===== src/rtl/ram_dump_ctrl.sv =====
// Read-only RAM sweeper: on CPU halt or a start pulse it takes the RAM override port,
// reads every word in ascending order and streams kept (address, data) records.
module ram_dump_ctrl #(
    parameter int unsigned WORDS     = 4096,
    parameter bit          SKIP_ZERO = 1'b1,
    parameter int unsigned TIMEOUT   = 255
) (
    input  logic        CLK,
    input  logic        RST,
    input  logic        halt,
    input  logic        start,
    output logic        tbCTRL,
    output logic        WEN,
    output logic        REN,
    output logic [31:0] addr,
    output logic [31:0] store,
    input  logic [31:0] load,
    input  logic [1:0]  ramstate,
    output logic        out_valid,
    input  logic        out_ready,
    output logic [31:0] out_addr,
    output logic [31:0] out_data,
    output logic        done,
    output logic        error
);

    localparam int unsigned IW = (WORDS > 1) ? $clog2(WORDS) : 1;
    localparam int unsigned TW = (TIMEOUT > 0) ? $clog2(TIMEOUT + 1) : 1;

    typedef enum logic [2:0] {
        IDLE,
        ARB,
        READ,
        EMIT,
        NEXT,
        DONE,
        FAIL
    } state_t;

    typedef enum logic [1:0] {
        RAM_FREE   = 2'd0,
        RAM_BUSY   = 2'd1,
        RAM_ACCESS = 2'd2,
        RAM_ERROR  = 2'd3
    } ram_t;

    state_t        state;
    state_t        next_state;
    logic [IW-1:0] index;
    logic [TW-1:0] timer;
    logic          halt_q;
    logic [31:0]   out_addr_r;
    logic [31:0]   out_data_r;

    logic          trigger;
    logic          capture;
    logic          index_inc;
    logic          index_clr;
    logic          timer_inc;
    logic          timer_clr;

    assign trigger = (halt && !halt_q) || start;

    always_comb begin
        next_state = state;
        capture    = 1'b0;
        index_inc  = 1'b0;
        index_clr  = 1'b0;
        timer_inc  = 1'b0;
        timer_clr  = 1'b0;
        case (state)
            IDLE: begin
                if (trigger) begin
                    next_state = ARB;
                    index_clr  = 1'b1;
                end
            end
            ARB: begin
                next_state = READ;
                timer_clr  = 1'b1;
            end
            READ: begin
                if (ramstate == RAM_ACCESS) begin
                    capture    = 1'b1;
                    next_state = (SKIP_ZERO && (load == '0)) ? NEXT : EMIT;
                end else if (ramstate == RAM_ERROR) begin
                    next_state = FAIL;
                end else if (timer == TW'(TIMEOUT)) begin
                    next_state = FAIL;
                end else begin
                    timer_inc = 1'b1;
                end
            end
            EMIT: begin
                if (out_ready) next_state = NEXT;
            end
            NEXT: begin
                // Ownership is already held, so the next word goes straight to READ.
                if (index == IW'(WORDS - 1)) begin
                    next_state = DONE;
                end else begin
                    next_state = READ;
                    index_inc  = 1'b1;
                    timer_clr  = 1'b1;
                end
            end
            DONE:    next_state = DONE;
            FAIL:    next_state = FAIL;
            default: next_state = IDLE;
        endcase
    end

    always_ff @(posedge CLK) begin
        if (RST) begin
            state      <= IDLE;
            index      <= '0;
            timer      <= '0;
            halt_q     <= 1'b0;
            out_addr_r <= '0;
            out_data_r <= '0;
        end else begin
            state  <= next_state;
            halt_q <= halt;
            if (index_clr) begin
                index <= '0;
            end else if (index_inc) begin
                index <= index + 1'b1;
            end
            if (timer_clr) begin
                timer <= '0;
            end else if (timer_inc) begin
                timer <= timer + 1'b1;
            end
            if (capture) begin
                out_addr_r <= addr;
                out_data_r <= load;
            end
        end
    end

    assign tbCTRL    = (state != IDLE);
    assign REN       = (state == READ);
    assign out_valid = (state == EMIT);
    assign done      = (state == DONE);
    assign error     = (state == FAIL);
    assign WEN       = 1'b0;
    assign store     = '0;
    assign addr      = tbCTRL ? (32'(index) << 2) : '0;
    assign out_addr  = out_addr_r;
    assign out_data  = out_data_r;

endmodule

===== config.mk =====
export PLATFORM = sky130hd
export DESIGN_NAME = ram_dump_ctrl
export DESIGN_NICKNAME = d
export VERILOG_FILES = /design/src/rtl/ram_dump_ctrl.sv
export SDC_FILE = /design/constraint.sdc
export NUM_CORES = 1
export LEC_CHECK = 0
export BUFFER_PORTS_ARGS = -buffer_cell sky130_fd_sc_hd__buf_4
export CORE_MARGIN = 1.5
export CORE_UTILIZATION = 28
export CTS_CLUSTER_SIZE = 20
export DETAILED_ROUTE_END_ITERATION = 8
export PLACE_DENSITY = 0.6
export SYNTH_ARGS = -nofsm -noshare
export SYNTH_HDL_FRONTEND = slang
export SYNTH_SLANG_ARGS = --single-unit

===== constraint.sdc =====
create_clock -name CLK -period 3.2 [get_ports CLK]
set_input_delay 0.16 -clock CLK [delete_from_list [all_inputs] [get_ports CLK]]
set_output_delay 0.16 -clock CLK [all_outputs]
set_load 0.01 [all_outputs]

==> reports/qor.yml <==
outcome:
  status: "finished clean"
route:
  met1_length_um: 3400
  wirelength_um: 8320
  met3_length_um: 718
  antenna_left: 0
  dr_wl_met2_um: 4090
  first_iter_violations: 106
  vias: 2975
  viasPerCell: 4.36
  top_layer: "met4"
  drc: 0
  firstDrtPassIters: 4
  wire_per_inst_um: 12.2
grt:
  antenna_found_initial: 0
  first_global_vias: 2788
  grt_max_degree: 52
  grt_usage: 0.129
  grt.overflow.total: 0
  grt_pass1_wl_um: 13300
sta:
  fin_crit_sh: 0.638
  fmax_ghz: 0.490
  fin_setup_tns_ns: 0
  slew_violations: 0
  finalHoldViolCount: 0
  setup_viol: 0
  clock_skew_ns: 0.00405
  final.min_clock_period_ns: 2.04
  slew_headroom: 0.437
  fin_hold_ws_ns: 0.0434
  tightest_slew_ns: 0.843
  rsz0062_at_grt: "false"
die:
  io_pins: 173
  initial_core_util: 0.288
  fp.dieArea_mm2: 0.0130
  die_h_um: 114
  dieWidth_um: 114
  num_rows: 40
  design.core.area_mm2: 0.0120
clock_tree:
  clk_path_buf_depth: 2
  root_buffer: "clkbuf_16"
  htree_levels: 3
  clock_latency_ns: 0.34
  cts_buffers: 9
  ctsHoldBuffers: 0
  clock-sinks: 68
  cts_setup_buffers: 0
  cts_resized: 0
  tritoncts: "built"
  clkSlewWorstSetupHoldPaths_ns: 0.06
pwr:
  p_per_area_mw_per_mm2: 548
  cellLeakagePower_nw: 1.79
  combPwrFrac: 0.186
  switching_share: 0.296
  ir_drop_v: 0.000328
  intPower_mw: 1.67
  power.switching_uw: 705
  p_clk_frac: 0.423
  p_seq_frac: 0.392
final_layout:
  multi_input_area_mm2: 0.00173
  seqCellArea_mm2: 0.00136
  diodes: 0
  final_design_area_no_fill_mm2: 0.00435
  layout.nets: 571
  synthToLayoutAreaGrowth_pct: 25.7
  n_fill_cell: 1272
  drive_gt1_frac: 0.239
min_path:
  hold_class: "in -> reg"
place:
  gp_congestion: 0.773
  place_area_mm2: 0.00404
  port_buffers: 99
  dpl.hpwl_um: 6040
setup_path:
  cp_data_required_time_ns: 3.42
  path_class: "reg -> reg"
  cp_max_fo: 13
  cp-start-kind: "register"
  worstSetupEndpointType: "register"
  cp.arrival_ns: 2.26
synth:
  synth_common_cells: "nand2_1 (102), buf_4 (73), dfxtp_1 (68)"
  synthTopCellsByArea: "dfxtp_1 (39%), buf_4 (16%), nand2_1 (11%)"
  yosys.area.top_type: "dfxtp_1"
  netlist_area_mm2: 0.00346
  yosysUniqueCellTypes: 40
  yosysTopAreaCellShare: 0.394
  synth-seq-area-share: 0.394
  syn_inst: 439
  synth.most_common_cell: "nand2_1"
  yosys_most_used_dff: "dfxtp_1"
  yosysWarnings: 0
  postSynthAreaPerCell_um2: 7.88
  ys_ff_latch: 68
  synth-edff-count: 0
  synthArstFlopShare: 0
flow_run:
  cap_violations: 0
## metrics by stage
step	setup WS (ns)	total power, mW	cells	util
3_5_place_dp	1.14	1.39	666	0.337
6_report	1.16	2.38	682	0.362
2_1_floorplan	1.35	1.31	511	-
4_1_cts	1.13	2.42	682	0.362
3_3_place_gp	1.24	1.39	666	0.337
5_1_grt	0.984	2.50	682	0.362
## final timing paths
| path | endpoint | from | depth (start not counted) | slack (ns) |
|---|---|---|---|---|
| hold / removal | halt_q$_SDFF_PP0_ | halt | 2 | 0.04 |
| setup reg to reg | state[1]$_SDFFE_PP0P_ | state[2]$_SDFFE_PP0P_ | 5 | 1.16 |
| setup / recovery | state[1]$_SDFFE_PP0P_ | state[2]$_SDFFE_PP0P_ | 5 | 1.16 |
| hold reg to reg | out_data[9]$_SDFFE_PP0P_ | out_data[9]$_SDFFE_PP0P_ | 2 | 0.45 |
## placed cells by master (no fill, tap or decap), drive strengths merged, types with 2 or more instances in the layout
master    netlist  routed
clkinv          0       3
xnor2          10      10
nand2b          2       2
clkinvlp        0       2
nand3           9       9
and4            2       2
nand4           4       4
buf            78     101
xor2            6       6
a21oi          48      48
nor3            6       6
and2           13      13
conb            1      73
nand2         102     102
or2             4       4
ha              2       2
clkbuf         15      10
mux2i           2       2
inv             3       3
nor4           16      16
nor2           24      24
nor2b           3       3
o21ai           3       3
dfxtp          68      68
or3             3       3
a31oi           2       2
## flip-flops by register name, indices dropped and copies added (netlist names)
| signal | flops |
|---|---|
| out_addr | 12 |
| halt_q | 1 |
| out_data | 32 |
| timer | 8 |
| index | 12 |
| state | 3 |
## cells by family (layout without fill, tap and decap cells)
kind of cell,count (synthesis),in the layout,synth area share
mux,2,2,0.00579
other cells,1,73,0.00108
buf+inv,96,120,0.187
xor+xnor,16,16,0.0405
fa+ha+maj,2,2,0.00723
compound gates,62,62,0.107
simple gates,192,192,0.257
flops,68,68,0.394
## final cells by class
type | count | area share
clock buffer | 10 | 0.0550
multi-input combinational | 347 | 0.398
tap | 147 | 0.0423
clock inverter | 6 | 0.0147
timing repair buffer | 101 | 0.174
inverter | 3 | 0.00259
sequential | 68 | 0.313
## power groups by stage
stage               clock network (mW)  logic, mW  registers [mW]
global route                      1.07      0.491           0.940
global placement                     0      0.441           0.946
CTS                               1.04      0.447           0.931
floorplan                            0      0.374           0.934
finish                            1.01      0.441           0.932
detailed placement                   0      0.445           0.950
## per-layer routing
layer,vias up,GRT usage
met5,-,0
met4,0,0.0467
met3,12,0.0577
met2,108,0.222
met1,1367,0.141
li1,1488,-
## worst max-delay path, cell delays in order (launching register included)
cell,delay [ns]
dfxtp_1,0.43
or4b_4,0.60
a41oi_4,0.33
a211o_1,0.18
nor2_1,0.05
a221o_1,0.34
Power figures use the tool's default switching activity.
